==> src/rtl/assembler_pkg.sv <==
// Shared types and ASCII constants for the assembler front end.
package assembler_pkg;

   typedef enum logic [2:0] {
      LINE_START,
      TOKEN,
      LINE_REST,
      COMMENT,
      EMIT,
      DONE
   } state_t;

   typedef enum logic {
      INSTR = 1'b0,
      LABEL = 1'b1
   } map_kind_t;

   localparam logic [7:0] NL    = 8'h0A;
   localparam logic [7:0] CR    = 8'h0D;
   localparam logic [7:0] TAB   = 8'h09;
   localparam logic [7:0] SPACE = 8'h20;
   localparam logic [7:0] HASH  = 8'h23;
   localparam logic [7:0] COLON = 8'h3A;

endpackage

==> src/rtl/ascii_class.sv <==
// Combinational character classifier shared by the mapper and the tokenizer.
module ascii_class
   import assembler_pkg::*;
(
   input  logic [7:0] char_in,
   output logic       ws,
   output logic       nl,
   output logic       id,
   output logic       digit,
   output logic       hash,
   output logic       colon,
   output logic       other
);

   always_comb begin
      ws    = (char_in == SPACE) || (char_in == TAB) || (char_in == CR);
      nl    = (char_in == NL);
      id    = ((char_in >= 8'h61) && (char_in <= 8'h7A)) ||
              ((char_in >= 8'h41) && (char_in <= 8'h5A)) ||
              (char_in == 8'h5F) || (char_in == 8'h2E);
      digit = (char_in >= 8'h30) && (char_in <= 8'h39);
      hash  = (char_in == HASH);
      colon = (char_in == COLON);
      other = !(ws || nl || id || digit || hash || colon);
   end

endmodule

==> src/rtl/pc_line_mapper.sv <==
// Streaming first-pass mapper: classifies source lines and emits {line, pc, kind}
// records for instructions and labels over a valid/ready port.
module pc_line_mapper
   import assembler_pkg::*;
#(
   parameter  int NUMBER_LINES = 256,
   parameter  int PC_STEP      = 4,
   localparam int PC_WIDTH     = $clog2(NUMBER_LINES * PC_STEP),
   localparam int LINE_WIDTH   = $clog2(NUMBER_LINES) + 1,
   localparam int CNT_WIDTH    = PC_WIDTH - $clog2(PC_STEP) + 1
)(
   input  logic                  clk_in,
   input  logic                  rst_in,
   input  logic                  char_valid_in,
   input  logic [7:0]            char_in,
   output logic                  char_ready_out,
   input  logic                  end_in,
   output logic                  map_valid_out,
   input  logic                  map_ready_in,
   output logic [LINE_WIDTH-1:0] map_line_out,
   output logic [PC_WIDTH-1:0]   map_pc_out,
   output logic                  map_kind_out,
   output logic [CNT_WIDTH-1:0]  instr_count_out,
   output logic                  done_out,
   output logic                  overflow_out
);

   localparam logic [PC_WIDTH-1:0]   PC_INC   = PC_WIDTH'(PC_STEP);
   localparam logic [PC_WIDTH-1:0]   PC_MAX   = PC_WIDTH'((NUMBER_LINES - 1) * PC_STEP);
   localparam logic [CNT_WIDTH-1:0]  CNT_MAX  = CNT_WIDTH'(NUMBER_LINES);
   localparam logic [LINE_WIDTH-1:0] LINE_MAX = '1;

   state_t                state, ret_state, nxt_state, ret_nxt;
   map_kind_t             rec_kind, ld_kind;
   logic [PC_WIDTH-1:0]   pc, rec_pc;
   logic [LINE_WIDTH-1:0] line, rec_line;
   logic [CNT_WIDTH-1:0]  instr_count;
   logic                  overflow;
   logic                  load, line_inc, drop;
   logic                  c_ws, c_nl, c_id, c_digit, c_hash, c_colon, c_other;

   ascii_class u_class (
      .char_in (char_in),
      .ws      (c_ws),
      .nl      (c_nl),
      .id      (c_id),
      .digit   (c_digit),
      .hash    (c_hash),
      .colon   (c_colon),
      .other   (c_other)
   );

   assign char_ready_out  = (state != EMIT) && (state != DONE);
   assign map_valid_out   = (state == EMIT);
   assign done_out        = (state == DONE);
   assign map_line_out    = rec_line;
   assign map_pc_out      = rec_pc;
   assign map_kind_out    = rec_kind;
   assign instr_count_out = instr_count;
   assign overflow_out    = overflow;

   // Decode the accepted char first, then fold end_in on top of its outcome.
   always_comb begin
      nxt_state = state;
      ret_nxt   = LINE_START;
      ld_kind   = INSTR;
      load      = 1'b0;
      line_inc  = 1'b0;
      if (char_ready_out && char_valid_in) begin
         case (state)
            LINE_START: begin
               if (c_nl)                    line_inc  = 1'b1;
               else if (c_hash)             nxt_state = COMMENT;
               else if (c_id)               nxt_state = TOKEN;
               else if (c_other || c_digit) nxt_state = LINE_REST;
            end
            TOKEN: begin
               if (c_colon) begin
                  load    = 1'b1;
                  ld_kind = LABEL;
               end else if (c_ws) begin
                  load    = 1'b1;
                  ret_nxt = LINE_REST;
               end else if (c_nl) begin
                  load     = 1'b1;
                  line_inc = 1'b1;
               end else if (c_hash) begin
                  load    = 1'b1;
                  ret_nxt = COMMENT;
               end else if (c_other) begin
                  load    = 1'b1;
                  ret_nxt = LINE_REST;
               end
            end
            LINE_REST, COMMENT: begin
               if (c_nl) begin
                  line_inc  = 1'b1;
                  nxt_state = LINE_START;
               end
            end
            default: ;
         endcase
      end
      if (char_ready_out && end_in) begin
         if (load) begin
            ret_nxt = DONE;
         end else if (nxt_state == TOKEN) begin
            load    = 1'b1;
            ld_kind = INSTR;
            ret_nxt = DONE;
         end else begin
            nxt_state = DONE;
         end
      end
   end

   assign drop = load && (ld_kind == INSTR) && (instr_count == CNT_MAX);

   // pc saturates at the last mapped slot so labels after overflow stay in range.
   always_ff @(posedge clk_in or negedge rst_in) begin
      if (!rst_in) begin
         state       <= LINE_START;
         ret_state   <= LINE_START;
         pc          <= '0;
         line        <= '0;
         instr_count <= '0;
         overflow    <= 1'b0;
         rec_line    <= '0;
         rec_pc      <= '0;
         rec_kind    <= INSTR;
      end else if (state == EMIT) begin
         if (map_ready_in) begin
            state <= ret_state;
            if (rec_kind == INSTR) begin
               instr_count <= instr_count + 1'b1;
               if (pc != PC_MAX) pc <= pc + PC_INC;
            end
         end
      end else if (state != DONE) begin
         if (line_inc && (line != LINE_MAX)) line <= line + 1'b1;
         if (drop) begin
            overflow <= 1'b1;
            state    <= ret_nxt;
         end else if (load) begin
            state     <= EMIT;
            ret_state <= ret_nxt;
            rec_line  <= line;
            rec_pc    <= pc;
            rec_kind  <= ld_kind;
         end else begin
            state <= nxt_state;
         end
      end
   end

endmodule

==> config.mk <==
export PLATFORM = sky130hd
export DESIGN_NAME = pc_line_mapper
export DESIGN_NICKNAME = d
export VERILOG_FILES = /design/src/rtl/assembler_pkg.sv /design/src/rtl/ascii_class.sv /design/src/rtl/pc_line_mapper.sv
export SDC_FILE = /design/constraint.sdc
export NUM_CORES = 1
export LEC_CHECK = 0
export ABC_CLOCK_PERIOD_IN_PS = 3700
export CORE_ASPECT_RATIO = 1.25
export CORE_MARGIN = 10
export CORE_UTILIZATION = 40
export DETAILED_ROUTE_END_ITERATION = 6
export GPL_ROUTABILITY_DRIVEN = 0
export SYNTH_ARGS = -nofsm -noshare
export SYNTH_HDL_FRONTEND = slang
export SYNTH_SLANG_ARGS = --single-unit
==> constraint.sdc <==
create_clock -name clk_in -period 3.7 [get_ports clk_in]
set_input_delay 0.74 -clock clk_in [delete_from_list [all_inputs] [get_ports clk_in]]
set_output_delay 0.74 -clock clk_in [all_outputs]
set_load 0.1 [all_outputs]
Word-level counts from Yosys, hierarchy flattened:

Index checks and enable logic that the tools add are counted.
Widths: inputs -> output; s select.

* bits of input ports: 13
* output and inout bits: 33
* register bits: 55

* reductions and logical operators: 31
* bitwise logic cells: 4
* muxes and demuxes: 46
* equality and inequality tests: 20
* $add $sub $neg: 3
* magnitude comparators: 6

Operators with widths (number)
* $mux 3: 17
* $eq 8x6->1 const B: 4
* $eq 8x4->1 const B: 3
* $mux 1: 20
* $add 9x1->9 const B: 2
* $ge 8x7->1 const B: 2
* $le 8x7->1 const B: 2
* $mux 2: 7
* $logic_or 1x1->1: 11
* $add 10x3->10 const B: 1
* $ne 10x10->1 const B: 1
* $eq 9x9->1 const B: 1
* $logic_and 1x1->1: 9
* $ne 9x9->1 const B: 1
* $reduce_and 3->1: 3
* $eq 8x7->1 const B: 1
* $ge 8x6->1 const B: 1
* $le 8x6->1 const B: 1
* $reduce_and 4->1: 2
* $eq 3x1->1 const B: 2
* $eq 3x2->1 const B: 2
* $eq 3x3->1 const B: 2
* $ne 3x3->1 const B: 2
* $pmux 3 s2: 1
* other kinds (9): 12

Logic depth before layout (Yosys ltp):

* depth in word-level cells: 27
* mapped depth: 9
* gate-level depth less buffers: 7

By module:

From an unflattened synthesis, not the netlist that was laid out.

* cell total of the unflattened synthesis: 233
* area, all modules: 2658.8 µm²

By module, submodules not included
* pc_line_mapper: cells each 205, area an instance 2463.6 µm², instances 1, seq. area each 1276.2 µm²
* ascii_class: cells each 28, area an instance 195.2 µm², instances 1, seq. area each 0.0 µm²

Worst setup path before layout:

No wires, ideal clock.

* path kind: register -> output
* from: register state[1]
* to: output port map_valid_out
* arrival: 2.664 ns
* buffers on the path: 1
* setup slack: 0.296 ns
* cell stages (with the launch flop): 4
* data required time: 2.960 ns
* cells stage by stage: dfrtp_1 > nand2b_1 > clkbuf_1 > nor2_1

* cells in the longest elaborated chain, start to end: 1

Ends and longest elaborated chain
* start, declared: RTL line pc_line_mapper.sv:33 `state_t state, ret_state, nxt_state, ret_nxt;`
* start signal, assigned: RTL line pc_line_mapper.sv:133 `state <= ret_state;`
* start signal, assigned: RTL line pc_line_mapper.sv:143 `state <= ret_nxt;`
* start signal, assigned: RTL line pc_line_mapper.sv:151 `state <= nxt_state;`
* $eq 3x3->1: RTL line pc_line_mapper.sv:54 `assign map_valid_out = (state == EMIT);`
* end, declared: RTL line pc_line_mapper.sv:18 `output logic map_valid_out,`

No other way between the ends.

Worst setup path after layout:

* from: input port char_in[5]
* to: register rec_line[0] (netlist: map_line_out[0])

* cells in the longest elaborated chain, start to end: 26
* elaborated cells between the ends (all ways): 58
* classes of those cells: order compare: 6; eq/ne: 9; mux: 23; bitwise: 2; reduce/logical: 18

Ends and longest elaborated chain
* start, declared: RTL line pc_line_mapper.sv:15 `input logic [7:0] char_in,`
* $ge 8x7->1, or another cell as far along: RTL line ascii_class.sv:18 `id = ((char_in >= 8'h61) && (char_in <= 8'h7A)) ||`
* $logic_and 1x1->1, on equally long branches: RTL line ascii_class.sv:18, ascii_class.sv:19
* $logic_or 1x1->1: RTL line ascii_class.sv:18
* $logic_or 1x1->1: RTL line ascii_class.sv:19 `((char_in >= 8'h41) && (char_in <= 8'h5A)) ||`
* $logic_or 1x1->1: RTL line ascii_class.sv:20 `(char_in == 8'h5F) || (char_in == 8'h2E);`
* $logic_or 1x1->1 (4 in series): RTL line ascii_class.sv:24 `other = !(ws || nl || id || digit || hash || colon);`
* $logic_not 1->1: RTL line ascii_class.sv:24
* $logic_or 1x1->1: RTL line pc_line_mapper.sv:75 `else if (c_other || c_digit) nxt_state = LINE_REST;`
* [6 not listed]
* $eq 3x1->1: RTL line pc_line_mapper.sv:107 `end else if (nxt_state == TOKEN) begin`
* $mux 1: RTL line pc_line_mapper.sv:107
* $mux 1: RTL line pc_line_mapper.sv:105 `if (load) begin`
* $mux 1: RTL line pc_line_mapper.sv:104 `if (char_ready_out && end_in) begin`
* $not 1->1: RTL line pc_line_mapper.sv:117 `assign drop = load && (ld_kind == INSTR) && (instr_count == CNT_MAX);`
* $logic_and 1x1->1 (2 in series): RTL line pc_line_mapper.sv:117
* $not 1->1 (no line)
* $reduce_and 4->1 (no line) *
* end signal, assigned: RTL line pc_line_mapper.sv:147 `rec_line <= line;`
* end, declared: RTL line pc_line_mapper.sv:36 `logic [LINE_WIDTH-1:0] line, rec_line;`

Mark *: on every way between the ends. The rest lies on a longest branch, timed or not.
A chain may end at the register's enable or synchronous reset.

==> results_dict.tcl <==
set metrics [dict create \
    status "complete, no violations" \
    finalCritPeriodShare_pct 84.22 \
    core.rowCount 33 \
    cts-resized-gates 0 \
    postCtsSetupRepairBufs 0 \
    cts_tree "done" \
    portBuffers 43 \
    synth_area_sq_um 2669 \
    ys.warnings.count 0 \
    fp.dieH_microns 111.3 \
    die_w_microns 93.06 \
    final_antenna_net_count 0 \
    tightest_slew_ns 0.9873 \
    fp.coreArea_sq_um 6524 \
    die_area_sq_um 10360 \
    cp_cell_sequence "clkdlybuf4s50_1 > and4b_1 > nor3_1 > nor2_1 > or3_1 > nand2_1 > nand4_4 > buf_12 > mux2_4" \
    totalWireLength_microns 5743 \
    finalInstanceArea_sq_um 3306 \
    layout-drive-gt1-share_pct 14.89 \
    synth.most_common_cell "dfrtp_1" \
    finalHoldViolations 0 \
    grt_overflow 0 \
    dpl-instance-area_sq_um 3188 \
    slew_viol_final 0 \
    synth_cell_types 55 \
    min_period_ns 3.116 \
    syn_area_per_cell_sq_um 11.45 \
    synth_edf_count 0 \
    crit_path_max_incr_delay_ns 0.62 \
    postSynthCellCount 233 \
    worstPathArrival_ns 3.30 \
    cts_root_buffer "clkbuf_8" \
    grt_pass1_vias 1976 \
    hold_class "reg -> reg" \
    cts_num_sinks 51 \
    fin_tns_setup_ns 0 \
    netlist.area_leader.share_pct 47.82 \
    drv_cap 0 \
    cellPowerDensity_nw_per_um2 364.7 \
    htreeDepth 2 \
    start_kind "primary input" \
    cp.required_ns 3.88 \
    fillCellCount 631 \
    leakage_uw 0.001531 \
    synth.top_cells.by_count "dfrtp_1, nand2_1, mux2_4, xnor2_1, nor2_1" \
    dpl.hpwl_microns 4327 \
    post-place-ws_ns 0.2789 \
    cp-end-kind "flop" \
    maxSlewHeadroom_pct 33.98 \
    holdWs_ns 0.4754 \
    synthFlopType "dfrtp_1" \
    grt_max_degree 35 \
    syn_to_final_growth_pct 23.86 \
    async_reset_ff_share_pct 100.0 \
    cp_max_fo 15 \
    final-setup-viol-count 0 \
    antenna_found_initial 0 \
    cts-buffers-inserted 5 \
    grt_pass1_wl_microns 9963 \
    ys_seq_elements 51 \
    vdd_drop_max_v 0.0002139 \
    critPathSlowestCell "clkdlybuf4s50_1" \
    via_per_inst 5.257 \
    rsz0062_at_grt "no" \
    dr.pass1.iters 4 \
    setup_slack_ns 0.5839 \
    critical_path_class "in -> reg" \
    detail_route.wl_per_cell_microns 15.56 \
    track_usage_pct 11.52 \
    drtIter0Drc 77 \
    insertedDiodeCount 0 \
    cts.clk_slew.worst_paths_ns 0.09 \
    ioPinCount 46 \
    drc_errors 0 \
    cts_buffer_depth 2 \
    num_vias 1940 \
    synth_seq_area_share_pct 47.82 \
    nNetsFinal 299 \
    clock_latency_ns 0.30 \
    synth.largest_area_cell "dfrtp_1" \
    fmax_ghz 0.3209 \
    fin_skew_ns 0.007678 \
    r2r_setup_slack_ns 1.36 \
    start_util_pct 40.91 \
    synth.top_cells.by_area "dfrtp_1, mux2_4, xnor2_1" \
    ctsHoldBuffers 0 \
]
stage by stage:
| step | utilization, % | instances | power (uW) |
|---|---|---|---|
| floorplan | - | 234 | 753.1 |
| global placement | 48.87 | 361 | 820.6 |
| detailed placement | 48.87 | 361 | 823.3 |
| CTS | 50.67 | 369 | 1225 |
| global route | 50.67 | 369 | 1265 |
| finish | 50.67 | 369 | 1206 |
cells by family (layout without fill, tap and decap cells):
logic type | after synthesis | after routing | share of synthesized area [%]
simple gates | 88 | 88 | 19.27
flops | 51 | 51 | 47.82
compound gates | 30 | 30 | 9.096
mux | 22 | 22 | 11.44
xor+xnor | 21 | 21 | 6.891
buf+inv | 15 | 63 | 3.000
fa+ha+maj | 5 | 5 | 2.344
other cells | 1 | 2 | 0.1405
layout make-up:
cell class                 count  area, sq um  area share, %
clock buffer                   6        82.58          2.498
clock inverter                 2        35.03          1.060
inverter                       9        33.78          1.022
multi-input combinational    168         1316          39.82
sequential                    51         1276          38.61
tap                           87        108.9          3.293
timing repair buffer          46        452.9          13.70
power breakdown:
group          total [uW]  internal, uW  switching, uW
combinational         203          58.8            144
sequential            608           580           27.2
clock                 395           219            176
registers in the layout, indices dropped and copies added, names as in the netlist:
register / cells
instr_count_out: 9
line: 9
map_line_out: 9
map_pc_out: 8
pc: 8
ret_state: 3
state: 3
map_kind_out: 1
overflow_out: 1
worst paths after layout:
check | to | depth (start not counted) | from
max in group asynchronous | line[8]$_DFFE_PN0P_ | 2 | rst_in
max reg2reg | map_line_out[0]$_DFFE_PN0P_ | 8 | state[2]$_DFFE_PN0P_
max | map_line_out[0]$_DFFE_PN0P_ | 9 | char_in[5]
min in group asynchronous | pc[2]$_DFFE_PN0P_ | 1 | rst_in
min reg2reg | overflow_out$_DFFE_PN0P_ | 1 | overflow_out$_DFFE_PN0P_
min | overflow_out$_DFFE_PN0P_ | 1 | overflow_out$_DFFE_PN0P_
worst max-delay path, delay by kind of cell:
family / cells / cell delay, ns
buffers and inverters: 2 / 0.86
muxes: 1 / 0.30
and+or+nand+nor: 6 / 1.39
metal layers:
| metal | global-route usage (%) | vias up | part of all wire (%) |
|---|---|---|---|
| li1 | - | 937 | - |
| met1 | 14.95 | 960 | 46 |
| met2 | 17.99 | 36 | 49 |
| met3 | 3.117 | 7 | 3.9 |
| met4 | 3.814 | 0 | 1.4 |
| met5 | 0 | - | 0 |
cell usage in the layout, fill, tap and decap left out, drive strengths merged, types with 9 or more instances in the layout:
cell type / Yosys / routed
dfrtp: 51 / 51
clkdlybuf4s50: 0 / 39
mux2: 20 / 20
nand2: 17 / 17
xnor2: 16 / 16
nor2: 13 / 13
nand4: 13 / 13
inv: 9 / 9
Note: power is estimated with default switching activity, not from simulation.
==> patch 1, RTL diff (same settings) <==
Re-encode `state_t` (6 states) as Gray code, 3 bits wide.
--- a/src/rtl/assembler_pkg.sv
+++ b/src/rtl/assembler_pkg.sv
@@ -2,12 +2,12 @@
 package assembler_pkg;
 
    typedef enum logic [2:0] {
-      LINE_START,
-      TOKEN,
-      LINE_REST,
-      COMMENT,
-      EMIT,
-      DONE
+      LINE_START = 3'b000,
+      TOKEN      = 3'b001,
+      LINE_REST  = 3'b011,
+      COMMENT    = 3'b010,
+      EMIT       = 3'b110,
+      DONE       = 3'b111
    } state_t;
 
    typedef enum logic {
Check against the original RTL: no difference found for any inputs over 4 cycles, from zero or initial values and one cycle with rst_in low; so few cycles prove little.
==> patch 1 against the unedited design <==
- cell area fell by 1.5%
- critical path depth fell by 1
- synthesized area rose by 0.70%
- setup slack improved by 0.096 ns
- register-to-register slack improved by 0.11 ns
- sequential cell count did not move
- routed wire length fell by 7.0%
- count of clock-buffer cells in the layout rose by 1
Power is not compared: it rests on default switching activity, and its combinational part moved more than twofold at a synthesized area within 25%.
==> patch 1: results (changes against the unedited design) <==
status finished clean; skew final 0.006200 ns (-0.001478 ns); layout cell share with drive strength beyond 1 15.22% (+0.32 points); Overall Global Routing Usage 10.66% (-0.86 points); CP max stage cell or4_4; Post-Layout Cell Count 363 (-1.6%); Unique masters post-synth 55 (unchanged); max incr delay on CP 0.58 ns (-0.04 ns); Worst Tran Pin Value 0.9766 ns (-0.01063 ns); Leak Pwr 1.536 nW; dpl hpwl 4.118 mm (-4.8%); vias in the first global route 1,914 (-3.1%); synth cell count leaders 51 x dfrtp_1, 19 x mux2_4, 19 x nand2_1, 15 x xnor2_1, 14 x nor2_1; final WL 5.339 mm (-7.0%); Seq/Total Area, Yosys 47.49% (-0.33 points); DR iter-0 viols 52 (-32%); crit path DAT 3.21 ns (-0.09 ns); vias per cell 5.187 (-1.3%); Worst Path Max Fanout 20 (+5); worst slack, placed 0.3519 ns (+0.07299 ns); # fillers 602 (-4.6%); PortBufs 43 (unchanged); largest net degree at the start of global routing 34 (-2.9%); nets 293 (-2.0%); Synth area leaders dfrtp_1 47%, mux2_4 11%, xnor2_1 4.9%
-- patch 1: power breakdown --
| part | internal, mW | switching (mW) |
|---|---|---|
| combinational | 0.168 | 0.441 |
| sequential | 0.609 | 0.0689 |
| clock | 0.154 | 0.181 |
| total | 0.931 | 0.691 |
-- patch 1: cell families after synthesis --
group                    after synthesis  synth area share [%]
flip-flops                            51                 47.49
adder cells (fa/ha/maj)                5                 2.328
AND/OR/NAND/NOR                       82                 17.78
XOR/XNOR                              22                 7.170
other                                  1                0.1395
buffers and inverters                 17                 3.631
AO/OA/AOI/OAI                         32                 9.590
multiplexers                          22                 11.87
-- patch 1: area by class of cell --
| cell class | instances | area share [%] |
|---|---|---|
| flip-flops and latches | 51 | 39.19 |
| well taps | 87 | 3.342 |
| multi-input cells | 165 | 40.45 |
| clock inverters | 1 | 0.2689 |
| repair buffers | 45 | 13.29 |
| clock buffers | 7 | 2.651 |
| inverters | 7 | 0.8068 |
-- patch 1: layer usage --
metal	part of all wire, %	up-vias	GRT usage [%]
met5	0	-	0
met4	1.5	0	4.330
met3	4.4	5	2.285
met2	51	28	18.00
met1	43	930	12.69
li1	-	920	-
-- patch 1: worst max-delay path: cells and delay by family --
kind                   cells  cell delay (ns)
and+or+nand+nor            2             0.67
AOI/OAI and AO/OA          3             0.56
buffers and inverters      2             0.88
muxes                      1             0.34
-- patch 1: final timing paths --
| path | from | end | slack (ns) | cells after the start |
|---|---|---|---|---|
| max in group asynchronous | rst_in | map_line_out[8] | 2.49 | 2 |
| worst max-delay path | char_in[3] | map_pc_out[4] | 0.68 | 8 |
| worst min register to register | overflow_out | overflow_out | 0.46 | 1 |
| worst max register to register | state[2] | map_pc_out[4] | 1.47 | 6 |
| min in group asynchronous | rst_in | instr_count_out[6] | 0.48 | 1 |
| worst min-delay path | overflow_out | overflow_out | 0.46 | 1 |
-- patch 1: per-stage QoR --
step                cell area (um^2)  total power, mW
CTS                             3257            1.642
global route                    3257            1.714
global placement                3162            1.299
floorplan                       2691            1.154
finish                          3257            1.622
detailed placement              3162            1.306
==> patch 2, RTL diff (config.mk and constraints unchanged) <==
Without the edit above. `NUMBER_LINES`: 256 -> 128.
--- a/src/rtl/pc_line_mapper.sv
+++ b/src/rtl/pc_line_mapper.sv
@@ -3,7 +3,7 @@
 module pc_line_mapper
    import assembler_pkg::*;
 #(
-   parameter  int NUMBER_LINES = 256,
+   parameter  int NUMBER_LINES = 128,
    parameter  int PC_STEP      = 4,
    localparam int PC_WIDTH     = $clog2(NUMBER_LINES * PC_STEP),
    localparam int LINE_WIDTH   = $clog2(NUMBER_LINES) + 1,
Ports: changed (resized instr_count_out, map_line_out and map_pc_out); port bits go from 46 to 43. No check against the original RTL was run, so the function may have changed too.
==> patch 2 against the unedited design <==
- via count down 13%
- worst hold slack worse by 0.014 ns
- routed wire length shrank 15%
- synthesized area shrank 11%
- setup slack barely moved
- non-clock buffer count is 2 lower
- sequential cell count is 5 lower
- clock skew fell by 0.0024 ns
- global-route usage decreased by 0.69 points
- cell area fell by 11%
- fmax barely moved
- critical path type unchanged
Power is not compared: it rests on default switching activity, and its combinational part moved more than twofold at a synthesized area within 25%.
==> patch 2: results (changes against the unedited design) <==
skew final 0.005293 ns (-0.002385 ns); synth warn 0 (unchanged); worst slack, placed 0.3383 ns (+0.05942 ns); clk_lat worst skew 0.29 ns; H-tree Lvls 2 (unchanged); Placement Cell Area 2840 um^2 (-11%); root buffer cell clkbuf_8; layout cell share with drive strength beyond 1 17.20% (+2.3 points); Clk pwr share 22.8%; DR iter-0 viols 87 (+13%); DRC errors left 0 (unchanged); CP max stage cell clkdlybuf4s50_1; initial antenna violation count 0 (unchanged); nets 266 (-11%); Fin Setup TNS 0 ns (unchanged); ys async rst share 100.0% (unchanged); PortBufs 40 (-7.0%); first-pass GRT wire length 8.231 mm (-17%); crit path DAT 3.29 ns (about the same); Switching Share 41.03%; CTS Buffer Depth 2 (unchanged); Leak Pwr 1.345 nW; Antenna Cells 0 (unchanged); Max-slew headroom 33.61% (-0.37 points); largest net degree at the start of global routing 47 (+34%); Cells after DPL 308 (-15%); Unique masters post-synth 50 (-9.1%); logic gate share of total power 36.7%; first drt pass iteration count 4 (unchanged); Avg Cell Area, Syn 11.65 um^2 (+1.7%); Worst Path Max Fanout 19 (+4); synth cell count leaders 46 x dfrtp_1, 13 x nand4_1, 13 x xnor2_1, 12 x nand2_1; Hold Crit Class flip-flop to flip-flop; Worst VDD drop 0.3451 mV; Overall Global Routing Usage 10.84% (-0.69 points); TritonCTS buffer count 5 (unchanged); max incr delay on CP 0.68 ns (+0.06 ns); Tot Pwr 1.564 mW; Post-Layout Cell Count 316 (-14%); Synth area leaders dfrtp_1 48%, mux2_2 5.2%, mux2_4 5.0%; Seq/Total Area, Yosys 48.19% (+0.37 points); status finished clean; post-CTS sizing 0 (unchanged); Post-CTS Setup Inserts 0 (unchanged); via count 1,685 (-13%); routed len/inst 15.36 um (-1.3%); dpl hpwl 3.641 mm (-16%); Clk pin slew, worst setup/hold paths 0.07 ns (-0.02 ns)
patch 2: kinds of logic after synthesis:
kind of cell / after synthesis / synth area share, %
AO/OA/AOI/OAI: 25 / 8.119
buffers and inverters: 14 / 3.876
multiplexers: 19 / 10.22
XOR/XNOR: 19 / 6.967
AND/OR/NAND/NOR: 77 / 20.38
adder cells (fa/ha/maj): 4 / 2.095
flip-flops: 46 / 48.19
other: 1 / 0.1570
patch 2: area by class of cell:
cell class,count,area (um^2)
timing repair buffer,44,430.4
tap,66,82.58
inverter,6,22.52
sequential,46,1151
multi-input combinational,146,1154
clock inverter,1,30.03
clock buffer,7,76.32
fill,528,2833
patch 2: metal layers:
| layer | GRT usage, % | routed length, um | vias up | share of wire [%] |
|---|---|---|---|---|
| li1 | - | - | 828 | - |
| met1 | 12.56 | 2097 | 812 | 43 |
| met2 | 17.58 | 2369 | 35 | 49 |
| met3 | 3.285 | 261 | 10 | 5.4 |
| met4 | 5.239 | 125 | 0 | 2.6 |
| met5 | 0 | 0 | - | 0 |
patch 2: path summary, 6_finish.rpt:
check	cells after the start	startpoint	slack (ns)	to
max	9	char_in[3]	0.58	ret_state[0]
min	1	overflow_out	0.46	overflow_out
max reg2reg	9	state[2]	1.37	ret_state[0]
min reg2reg	1	overflow_out	0.46	overflow_out
max in group asynchronous	1	rst_in	2.47	map_line_out[6]
min in group asynchronous	1	rst_in	0.61	instr_count_out[2]
patch 2: worst max-delay path, delay by kind of cell:
family,cells,cell delay (ns)
buffers and inverters,2,0.89
AND/OR/NAND/NOR,4,0.78
AO/OA/AOI/OAI,2,0.58
multiplexers,1,0.30
